[src/rtl/sram_fill_sched.sv]
// sram_fill_sched: background block-fill sequencer for the card's 1 MB SRAM.
//
// The engine writes a constant or incrementing byte pattern over a programmed
// address range. It touches the SRAM only inside bus-free windows that the
// slot logic announces with WinOK. Every byte takes a SETUP / STROBE / HOLD
// triple, so the 6502 register and RAM accesses are never disturbed.
//
// Ports:
//   C7M        7 MHz system clock; all logic on its rising edge
//   RES        asynchronous active-high reset
//   WinOK      one-cycle pulse; a free window of >= 4 cycles starts next cycle
//   HostOwn    level; the slot logic currently owns the SRAM
//   Start      one-cycle pulse; latch parameters and begin a transfer
//   Abort      one-cycle pulse; stop the transfer early
//   StartAddr  first SRAM address
//   Len        number of bytes to write (0 = finish immediately)
//   FillData   pattern seed byte
//   Pattern    0 = constant FillData, 1 = FillData + byte index
//   Busy       transfer in progress
//   Done       one-cycle pulse when a transfer ends
//   Owner      engine drives the SRAM pins (muxed in by the slot logic)
//   FA/FD      SRAM address / write data, held between writes
//   FCS/FWE    SRAM chip select / write strobe, active-high
//   Remain     bytes still to write

module sram_fill_sched #(
  parameter int ADDR_W = 20,
  parameter int LEN_W  = 16
) (
  input  logic              C7M,
  input  logic              RES,
  input  logic              WinOK,
  input  logic              HostOwn,
  input  logic              Start,
  input  logic              Abort,
  input  logic [ADDR_W-1:0] StartAddr,
  input  logic [LEN_W-1:0]  Len,
  input  logic [7:0]        FillData,
  input  logic              Pattern,
  output logic              Busy,
  output logic              Done,
  output logic              Owner,
  output logic [ADDR_W-1:0] FA,
  output logic [7:0]        FD,
  output logic              FCS,
  output logic              FWE,
  output logic [LEN_W-1:0]  Remain
);

  typedef enum logic [2:0] {
    S_IDLE,
    S_WAIT,
    S_SETUP,
    S_STROBE,
    S_HOLD,
    S_FIN
  } state_t;

  state_t            state;
  state_t            next_state;

  logic [ADDR_W-1:0] addr_cnt;
  logic [LEN_W-1:0]  byte_idx;
  logic [7:0]        fill_q;
  logic              pattern_q;
  logic              abort_pend;
  logic [7:0]        byte_val;
  logic              last_byte;

  assign byte_val  = pattern_q ? (fill_q + byte_idx[7:0]) : fill_q;
  assign last_byte = (Remain == LEN_W'(1));

  always_ff @(posedge C7M or posedge RES) begin
    if (RES) begin
      state <= S_IDLE;
    end else begin
      state <= next_state;
    end
  end

  // Abort takes priority over WinOK in WAIT and over HostOwn in SETUP:
  // in both cases no strobe has been issued, so the byte is simply dropped.
  // Once STROBE has started the byte always runs through HOLD.
  always_comb begin
    next_state = state;
    case (state)
      S_IDLE: begin
        if (Start) begin
          next_state = (Len == '0) ? S_FIN : S_WAIT;
        end
      end
      S_WAIT: begin
        if (Abort) begin
          next_state = S_FIN;
        end else if (WinOK && !HostOwn) begin
          next_state = S_SETUP;
        end
      end
      S_SETUP: begin
        if (Abort) begin
          next_state = S_FIN;
        end else if (HostOwn) begin
          next_state = S_WAIT;
        end else begin
          next_state = S_STROBE;
        end
      end
      S_STROBE: begin
        next_state = S_HOLD;
      end
      S_HOLD: begin
        if (last_byte || Abort || abort_pend) begin
          next_state = S_FIN;
        end else begin
          next_state = S_WAIT;
        end
      end
      S_FIN: begin
        next_state = S_IDLE;
      end
      default: begin
        next_state = S_IDLE;
      end
    endcase
  end

  // FA/FD are separate from the running address so that they keep showing
  // the last byte written while the engine waits between windows.
  // abort_pend remembers an Abort seen during STROBE until HOLD exits.
  always_ff @(posedge C7M or posedge RES) begin
    if (RES) begin
      addr_cnt   <= '0;
      byte_idx   <= '0;
      fill_q     <= '0;
      pattern_q  <= 1'b0;
      abort_pend <= 1'b0;
      FA         <= '0;
      FD         <= '0;
      Remain     <= '0;
    end else begin
      case (state)
        S_IDLE: begin
          abort_pend <= 1'b0;
          if (Start && (Len != '0)) begin
            addr_cnt  <= StartAddr;
            Remain    <= Len;
            fill_q    <= FillData;
            pattern_q <= Pattern;
            byte_idx  <= '0;
          end
        end
        S_WAIT: begin
          if (next_state == S_SETUP) begin
            FA <= addr_cnt;
            FD <= byte_val;
          end
        end
        S_STROBE: begin
          if (Abort) begin
            abort_pend <= 1'b1;
          end
        end
        S_HOLD: begin
          addr_cnt <= addr_cnt + ADDR_W'(1);
          byte_idx <= byte_idx + LEN_W'(1);
          Remain   <= Remain - LEN_W'(1);
        end
        S_FIN: begin
          abort_pend <= 1'b0;
        end
        default: begin
          abort_pend <= 1'b0;
        end
      endcase
    end
  end

  // Pin controls decode straight from the state so that an asynchronous
  // reset releases the SRAM without waiting for a clock edge.
  always_comb begin
    Busy  = (state != S_IDLE);
    Done  = (state == S_FIN);
    FCS   = (state == S_SETUP) || (state == S_STROBE) || (state == S_HOLD);
    Owner = FCS;
    FWE   = (state == S_STROBE);
  end

endmodule
[config.mk]
export PLATFORM = sky130hd
export DESIGN_NAME = sram_fill_sched
export DESIGN_NICKNAME = d
export VERILOG_FILES = /design/src/rtl/sram_fill_sched.sv
export SDC_FILE = /design/constraint.sdc
export NUM_CORES = 1
export LEC_CHECK = 0
export ABC_CLOCK_PERIOD_IN_PS = 3250
export BUFFER_PORTS_ARGS = -buffer_cell sky130_fd_sc_hd__buf_4
export CAP_MARGIN = 15
export CORE_AREA = 3 3 95 97
export CTS_CLUSTER_SIZE = 12
export DETAILED_ROUTE_END_ITERATION = 16
export DIE_AREA = 0 0 98 100
export GPL_TIMING_DRIVEN = 0
export PLACE_DENSITY_LB_ADDON = 0.08
export REMOVE_ABC_BUFFERS = 1
export SLEW_MARGIN = 20
export SYNTH_ARGS = -nofsm -noshare
export SYNTH_HDL_FRONTEND = slang
export SYNTH_SLANG_ARGS = --single-unit
[constraint.sdc]
create_clock -name C7M -period 3.25 [get_ports C7M]
set_input_delay 0.65 -clock C7M [delete_from_list [all_inputs] [get_ports C7M]]
set_output_delay 0.65 -clock C7M [all_outputs]
set_load 0.02 [all_outputs]
==> flow_summary.ini, run 1 <==
[route]
route.vias.total = 4065
drt_iter0_drc = 180
viasPerCell = 5.74
wl_per_cell_um = 15.7
ant_nets = 0
drt-pass1-iter-count = 6
wl_um = 11100
drc_errors = 0

[floorplan]
die_x_um = 98
core_um2 = 8220
initial_core_util_pct = 54.4
design.die.area_um2 = 9800
ios = 100
die_h_um = 100
rows = 33

[cts]
root_buffer = clkbuf_8
clockBufferDepth = 2
insertion_delay_ps = 360
cts_setup_buffers = 0
path_clk_slew_ps = 100
cts_resized = 0
cts.sinks = 85
numCtsBuffers = 9
holdBufCountCts = 0
htreeDepth = 3
cts_tree = built

[timing]
max_freq_mhz = 390
worst_pin_slew_ps = 1030
rsz0062_at_grt = no
hold_viol_final = 0
period_needed_ps = 2570
finClkSkew_ps = 10.9
timing.final.crit_share_pct = 78.9
setup_violations = 0
fin_ws_ps = 684
slew_viol_final = 0
relSlewSlack_pct = 31.6

[placement]
pre_cts_slack_ps = 432
postPlaceCellArea_um2 = 5310
dp.cells = 692
place_congestion = 0.785
dp_hpwl_um = 7980
io_buffers = 99

[final_layout]
fin_cells = 708
final_cell_area_um2 = 5510
utilization_pct = 67.1
layout_commonest_cell = nand2_1
drive_above_1_share_pct = 23.2
layout_common_cells = nand2_1 (137), buf_4 (101), dfrtp_1 (85)
syn_to_final_growth_pct = 23.3
nets = 661
diodes = 0

[worst_setup_path]
slowest_stage = dfrtp_1
max_stage_delay_ps = 460
arrival_ps = 1920
worstSetupEndpointType = primary output
crit_path_cell_trace = nor2_1 > nand2_1 > o21ai_0 > buf_4
required_ps = 2600
cp.buffers_inverters = 1
crit_type = register to primary output
crit_family = simple AND/OR/NAND/NOR gates
crit_path_start_kind = register
cp_max_fo = 17

[synth]
yosys_warnings = 0
ys_seq_area_share_pct = 47.6
synth_edf_count = 0
avgSynthCellArea_um2 = 8.85
async_reset_ff_share_pct = 100
ys_types = 59
netlist_area_um2 = 4470
synth_cells = 505
ys_ff_latch = 85
ys.flop_type = dfrtp_1

[global_route]
grt_pass1_vias = 3888
grt_overflow = 0
grtUsageTotal_pct = 23.6
grt_pass1_wl_um = 18800
antenna_found_initial = 0
grt_max_degree = 52

[status]
run_status = finished, final reports clean

[power]
p_total_uw = 5020
p_leak_uw = 0.00254
power_density_nw_per_um2 = 911
ir_drop_uv = 625

[job]
cap_violations = 0

[min_path]
hp-class = input pin to asynchronous set/reset pin
==> report_power, final <==
part / internal [uW] / switching (uW) / total [uW]
Clock: 359 / 415 / 774
Combinational: 972 / 1270 / 2240
Sequential: 1510 / 498 / 2010
==> Yosys cell counts (3+ instances only) <==
cell type	n	share of area (%)
nand3_1	25	2.8
nand4_1	6	0.84
a31oi_1	5	0.70
nand2b_1	3	0.42
and2_1	5	0.70
dfrtp_1	85	48
o21ai_0	24	2.7
buf_2	12	1.3
o21ai_1	9	1.0
xnor2_1	3	0.59
a311oi_1	6	1.2
nor3_1	12	1.3
a211oi_1	8	1.3
ha_1	11	3.1
nand2_1	137	12
o211ai_1	12	2.0
xor2_1	4	0.78
o22ai_1	4	0.56
nor4_1	5	0.70
a21oi_1	13	1.5
or2_2	3	0.42
and3_1	4	0.56
o311ai_0	6	1.2
nor2_1	40	3.4
inv_1	11	0.92
and4_1	3	0.59
mux2i_1	6	1.3
buf_4	3	0.50
buf_6	4	1.0
==> final timing paths <==
kind,slack (ps),start,depth (start not counted),endpoint
min in group C7M,470,Pattern,3,pattern_q
hold / removal,310,RES,2,FA[7]
max in group asynchronous,2300,RES,3,FA[0]
hold reg to reg,480,FA[0],2,FA[0]
setup reg to reg,730,state[1],6,addr_cnt[16]
setup / recovery,680,state[1],4,Owner
==> cell type report <==
cell class              instances  area (um2)
repair buffers                105         838
inverters                      11        43.8
clock buffers                   9         124
multi-input cells             386        2170
clock inverters                 7        75.1
well taps                     105         131
fillers                       675        2700
flip-flops and latches         85        2130
==> registers in the layout (all words and copies together), names as in the netlist <==
register / cells
state: 3
addr_cnt: 20
FA: 20
fill_q: 8
Remain: 16
pattern_q: 1
FD: 8
byte_idx: 8
abort_pend: 1
==> through the flow <==
step                hold WS, ps  setup TNS, ps
CTS                         323              0
global placement            460         -78150
global route                342              0
detailed placement          468              0
finish                      310              0
floorplan                   462              0
==> per-layer routing <==
metal / vias up / global-route usage (%) / wire (um)
li1: 1968 / - / -
met4: 0 / 6.18 / 108
met1: 1968 / 31.8 / 5050
met2: 116 / 38.5 / 5280
met5: - / 0 / 0
met3: 13 / 5.56 / 680
==> kinds of logic (layout without fill, tap and decap cells) <==
family                     count (synthesis)  in the layout  synth area share (%)
and+or+nand+nor                          259            259                  26.8
AOI/OAI and AO/OA                        100            100                  14.8
DFF                                       85             85                  47.6
buffers and inverters                     34            132                  4.11
adders and majority gates                 13             13                  3.75
xor gates and xnor gates                   7              7                  1.37
muxes                                      7              7                  1.60
Note: power is estimated with default switching activity, not from simulation.
==> run 2: changes to the inputs <==
--- a/config.mk
+++ b/config.mk
@@ -5,13 +5,14 @@
 export SDC_FILE = /design/constraint.sdc
 export NUM_CORES = 1
 export LEC_CHECK = 0
-export ABC_CLOCK_PERIOD_IN_PS = 3250
+export ABC_AREA = 1
+export ABC_CLOCK_PERIOD_IN_PS = 2170
 export BUFFER_PORTS_ARGS = -buffer_cell sky130_fd_sc_hd__buf_4
 export CAP_MARGIN = 15
-export CORE_AREA = 3 3 95 97
+export CORE_AREA = 3 3 104 106
 export CTS_CLUSTER_SIZE = 12
 export DETAILED_ROUTE_END_ITERATION = 16
-export DIE_AREA = 0 0 98 100
+export DIE_AREA = 0 0 107 109
 export GPL_TIMING_DRIVEN = 0
 export PLACE_DENSITY_LB_ADDON = 0.08
 export REMOVE_ABC_BUFFERS = 1
==> constraint.sdc (replaced) <==
create_clock -name C7M -period 2.17 [get_ports C7M]
set_input_delay 0.434 -clock C7M [delete_from_list [all_inputs] [get_ports C7M]]
set_output_delay 0.434 -clock C7M [all_outputs]
set_load 0.02 [all_outputs]
==> flow_summary.ini, run 2 <==
[status]
run_status = finished, final reports clean

[timing]
hold_viol_final = 0
period_needed_ps = 2080
relSlewSlack_pct = 54.3
timing.final.crit_share_pct = 95.6
fin_tns_setup_ps = 0
rsz0062_at_grt = no
finClkSkew_ps = 9.74
slew_viol_final = 0
hold_slack_ps = 196
setup_violations = 0
fin_ws_ps = 94.6
worst_pin_slew_ps = 685
max_freq_mhz = 482

[floorplan]
ios = 100
die_x_um = 107
die_h_um = 109
core_um2 = 9860
design.die.area_um2 = 11700
rows = 36
initial_core_util_pct = 49.9

[synth]
yosys.area_share.simple_pct = 33.0
ys_ff_latch = 85
synthMuxAreaShare_pct = 0
yosys_warnings = 0
synth_top_area_share_pct = 43.2
synthAdderAreaFrac_pct = 3.20
yosysTopAreaCell = dfrtp_1
async_reset_ff_share_pct = 100
synth-compound-area-share_pct = 11.3
synth_cells = 677
avgSynthCellArea_um2 = 7.28
post-synth-top-count-cell = nand2_1
netlist_area_um2 = 4930
synth_edf_count = 0
ys.flop_type = dfrtp_1
ys_top_cells_by_count = nand2_1 (193), dfrtp_1 (85), nand3_1 (73)
ys_seq_area_share_pct = 43.2
synth_area_leaders = dfrtp_1 (43%), nand2_1 (15%), nand3_1 (7.4%), inv_1 (5.5%), nor2_1 (5.4%)
ys_types = 37
synthXorXnorAreaFrac_pct = 0.533
synth_top_family_by_area = simple AND/OR/NAND/NOR gates

[final_layout]
nets = 828
n_fill_cell = 916
top_regs = FA x20, addr_cnt x20, Remain x16
utilization_pct = 60.3
fin_cells = 903
syn_to_final_growth_pct = 20.8
layout_common_cells = nand2_1 (193), buf_4 (99), dfrtp_1 (85)
drive_above_1_share_pct = 17.4
diodes = 0
layout_commonest_cell = nand2_1

[route]
drt_iter0_drc = 371
viasPerCell = 5.31
drt-pass1-iter-count = 6
ant_nets = 0
route.vias.total = 4795
wl_um = 13300
drc_errors = 0
wl_per_cell_um = 14.7

[worst_setup_path]
crit_path_cell_trace = nor2_4 > nand2_4 > nand2_1 > buf_4
crit_type = register to primary output
max_stage_delay_ps = 490
slowest_stage = dfrtp_1
required_ps = 1740
crit_path_start_kind = register
cp_max_fo = 31
worstSetupEndpointType = primary output
arrival_ps = 1640

[global_route]
grt_pass1_vias = 4620
grt_pass1_wl_um = 21800
grt_max_degree = 55
grt_overflow = 0
antenna_found_initial = 0
grtUsageTotal_pct = 23.2

[power]
swShare_pct = 47.3
p_clk_share_pct = 13.7
p_int_uw = 4400
power_frac_comb_pct = 50.3
p_leak_uw = 0.00299
power.net_switching_uw = 3950
ir_drop_uv = 1010
seq_power_share_pct = 36.1
power_density_nw_per_um2 = 1400

[cts]
path_clk_slew_ps = 90
insertion_delay_ps = 360
cts.sinks = 85
root_buffer = clkbuf_8
numCtsBuffers = 9
cts_tree = built
clockBufferDepth = 2
htreeDepth = 3
holdBufCountCts = 0

[placement]
pre_cts_slack_ps = -379
dp_hpwl_um = 8940
place_congestion = 0.839
io_buffers = 99
dp.cells = 886

[job]
cap_violations = 0

[min_path]
hp-class = input pin to asynchronous set/reset pin
[run 2: final timing paths]
check,slack (ps),to,startpoint,cells past startpoint
min in group C7M,280,fill_q[6],FillData[6],3
setup reg to reg,150,addr_cnt[13],state[1],8
hold reg to reg,490,FD[7],FD[7],2
hold / removal,200,Remain[11],RES,2
max in group asynchronous,1360,addr_cnt[6],RES,3
setup / recovery,90,FCS,state[1],4
[run 2: cells by family (layout without fill, tap and decap cells)]
kind of cell / Yosys count / in the layout
simple gates: 377 / 378
compound gates: 98 / 98
xor+xnor: 3 / 3
fa+ha+maj: 12 / 12
buf+inv: 102 / 194
flops: 85 / 85
[run 2: worst max-delay path, delay by kind of cell (launching register included)]
| kind | cells | cell delay, ps |
|---|---|---|
| buffers and inverters | 1 | 160 |
| DFF | 1 | 490 |
| and+or+nand+nor | 3 | 630 |
[run 2: layout make-up]
cell class | count | area, um2 | area share (%)
clock buffer | 12 | 145 | 2.44
clock inverter | 4 | 47.5 | 0.799
inverter | 78 | 303 | 5.09
multi-input combinational | 491 | 2400 | 40.3
sequential | 85 | 2130 | 35.7
tap | 133 | 166 | 2.80
timing repair buffer | 100 | 763 | 12.8
[run 2: metrics by stage]
step	cell area, um2	power, uW
final	5950	8350
after floorplan	4790	5620
after CTS	5930	8340
after detailed placement	5720	7150
after global placement	5700	7040
after global routing	5950	9080
[run 2: metal layers]
| metal | share of wire [%] | wire (um) | vias to the layer above | global-route usage [%] |
|---|---|---|---|---|
| li1 | - | - | 2391 | - |
| met1 | 45 | 5930 | 2237 | 30.9 |
| met2 | 48 | 6370 | 157 | 39.8 |
| met3 | 6.6 | 882 | 10 | 4.03 |
| met4 | 0.87 | 116 | 0 | 5.30 |
| met5 | 0 | 0 | - | 0 |
[run 2: power by group through the flow]
| stage | logic, uW | clock network [uW] | registers, uW |
|---|---|---|---|
| finish | 4200 | 1140 | 3010 |
| global route | 4730 | 1220 | 3140 |
| CTS | 4170 | 1160 | 3010 |
| detailed placement | 4130 | 0 | 3020 |
| global placement | 4040 | 0 | 3000 |
| floorplan | 2300 | 0 | 3320 |
[run 2: repair_timing]
| action | CTS | global route |
|---|---|---|
| endpoints found under the hold margin | 0 | 0 |
| gates cloned | 0 | 1 |
| setup endpoints to repair | 57 | 24 |
| gates resized for setup | 5 | 2 |
| pin swaps | 0 | 1 |
| buffers inserted | 0 | 0 |
==> run 3: changes to the inputs <==
--- a/config.mk
+++ b/config.mk
@@ -5,15 +5,14 @@
 export SDC_FILE = /design/constraint.sdc
 export NUM_CORES = 1
 export LEC_CHECK = 0
-export ABC_AREA = 1
-export ABC_CLOCK_PERIOD_IN_PS = 2170
+export ABC_CLOCK_PERIOD_IN_PS = 1800
 export BUFFER_PORTS_ARGS = -buffer_cell sky130_fd_sc_hd__buf_4
 export CAP_MARGIN = 15
-export CORE_AREA = 3 3 104 106
+export CORE_AREA = 3 3 100 102
 export CTS_CLUSTER_SIZE = 12
 export DETAILED_ROUTE_END_ITERATION = 16
-export DIE_AREA = 0 0 107 109
-export GPL_TIMING_DRIVEN = 0
+export DIE_AREA = 0 0 103 105
+export GPL_TIMING_DRIVEN = 1
 export PLACE_DENSITY_LB_ADDON = 0.08
 export REMOVE_ABC_BUFFERS = 1
 export SLEW_MARGIN = 20
==> constraint.sdc (replaced) <==
create_clock -name C7M -period 1.8 [get_ports C7M]
set_input_delay 0.36 -clock C7M [delete_from_list [all_inputs] [get_ports C7M]]
set_output_delay 0.36 -clock C7M [all_outputs]
set_load 0.02 [all_outputs]
==> flow_summary.ini, run 3 (synthesized netlist as in run 1, its figures left out) <==
[global_route]
grtUsageTotal_pct = 22.2
grt_max_degree = 45
grt_pass1_wl_um = 19300
grt_pass1_vias = 4029
antenna_found_initial = 0
grt_overflow = 0

[cts]
htreeDepth = 3
cts_tree = built
numCtsBuffers = 9
root_buffer = clkbuf_8
clockBufferDepth = 2
path_clk_slew_ps = 90
holdBufCountCts = 0
insertion_delay_ps = 350
cts.sinks = 85

[route]
drt-pass1-iter-count = 4
dr_wl_met3_um = 583
route.vias.total = 4247
highest_layer = met4
viasPerCell = 5.50
drt_iter0_drc = 186
wl_met1_um = 5560
met2_length_um = 5510
wl_per_cell_um = 15.3
wl_um = 11800
drc_errors = 0
ant_nets = 0

[floorplan]
rows = 35
die_h_um = 105
design.die.area_um2 = 10800
initial_core_util_pct = 48.6
ios = 100
die_x_um = 103
core_um2 = 9200

[final_layout]
top_regs = FA x20, addr_cnt x20, Remain x16
drive_above_1_share_pct = 33.1
final_cell_area_um2 = 6130
layout_commonest_cell = buf_4
n_fill_cell = 754
nets = 719
diodes = 0
layout_common_cells = buf_4 (153), nand2_1 (135), dfrtp_1 (83)
syn_to_final_growth_pct = 37.1

[worst_setup_path]
rrSetupSlack_ps = -100
crit_path_cell_trace = ha_2 > inv_2 > fa_2 > nor2b_1 > o21ai_1 > nand2b_1 > a311oi_2 > xor2_1 > a311oi_1
cp.buffers_inverters = 1
r2r-start = fill_q[0]
reg2reg_depth = 9
slowest_stage = dfrtp_1
max_stage_delay_ps = 370
crit_type = register to register
crit_path_start_kind = register
required_ps = 2060
cp_max_fo = 2
worstSetupEndpointType = register
reg2reg_to = FD[6]
crit_family = adder cells
worst-path-stages = 9
arrival_ps = 2160

[placement]
postPlaceCellArea_um2 = 5720
dp_hpwl_um = 8500
place_congestion = 0.853
io_buffers = 99

[power]
p_leak_uw = 0.00285
power_density_nw_per_um2 = 1630
ir_drop_uv = 1150

[timing]
setup_violations = 2
worst_pin_slew_ps = 557
relSlewSlack_pct = 62.9
hold_slack_ps = 131
period_needed_ps = 1900
timing.final.crit_share_pct = 106
fin_ws_ps = -103
finClkSkew_ps = 14.3
max_freq_mhz = 526
rsz0062_at_grt = yes
slew_viol_final = 0
hold_viol_final = 0

[status]
run_status = complete, but fails checks
violations = negative setup slack

[min_path]
hp-class = input pin to asynchronous set/reset pin

[job]
cap_violations = 0
[run 3: changes by cell type in the layout (fill, tap and decap cells not counted), moves of 28 or more]
cell     previous run  this run
buf_4              99       153
nand3_1            73        22
inv_1              71         9
o21ai_1            38        10
nor2_1             71        36
nand2_1           193       135
[run 3: repair_timing]
action                                  4_1_cts  5_1_grt
gates cloned                                  0        1
pin swaps                                     5       11
endpoints found under the setup margin       15       42
resized for setup                            12       25
buffers inserted                              2        5
[run 3: worst max-delay path by stage]
stage | end | slack, ps | start
2_1_floorplan | FD[6] | -890 | state[1]
3_3_place_gp | addr_cnt[8] | -190 | Len[14]
3_5_place_dp | addr_cnt[8] | -240 | Len[14]
4_1_cts | FD[6] | -60 | byte_idx[0]
5_1_grt | FD[6] | -260 | fill_q[0]
6_report | FD[6] | -100 | fill_q[0]
[run 3: layer usage]
| metal | up-vias | track usage [%] |
|---|---|---|
| li1 | 2089 | - |
| met2 | 120 | 35.2 |
| met1 | 2023 | 30.9 |
| met4 | 0 | 5.55 |
| met5 | - | 0 |
| met3 | 15 | 4.61 |
[run 3: power breakdown]
group / total, uW / internal, uW / switching (uW)
clock: 1360 / 682 / 677
sequential: 3520 / 2730 / 792
combinational: 5100 / 2440 / 2660
[run 3: per-stage QoR]
step / setup slack, ps / setup TNS (ps) / total power [uW] / utilization (%) / std cells
after floorplan: -893 / -91550 / 6030 / - / 482
after global placement: -188 / -4040 / 8170 / 62.2 / 749
after detailed placement: -239 / -4870 / 8310 / 62.2 / 749
after CTS: -62.0 / -89.4 / 9770 / 64.9 / 767
after global routing: -264 / -598 / 10700 / 66.6 / 772
final: -103 / -131 / 9980 / 66.6 / 772
[run 3: worst register-to-register path, cell delays in order (launching register included)]
cell	delay, ps
dfrtp_1	370
ha_2	200
inv_2	40
fa_2	340
nor2b_1	130
o21ai_1	70
nand2b_1	110
a311oi_2	120
xor2_1	160
a311oi_1	260
[run 3: final cells by class]
class / instances / area (um2) / share of cell area [%]
Timing Repair Buffer: 163 / 1330 / 21.7
Multi-Input combinational cell: 386 / 2300 / 37.5
Clock inverter: 3 / 45.0 / 0.735
Sequential cell: 85 / 2130 / 34.7
Inverter: 11 / 42.5 / 0.694
Tap cell: 111 / 139 / 2.27
Clock buffer: 13 / 149 / 2.43
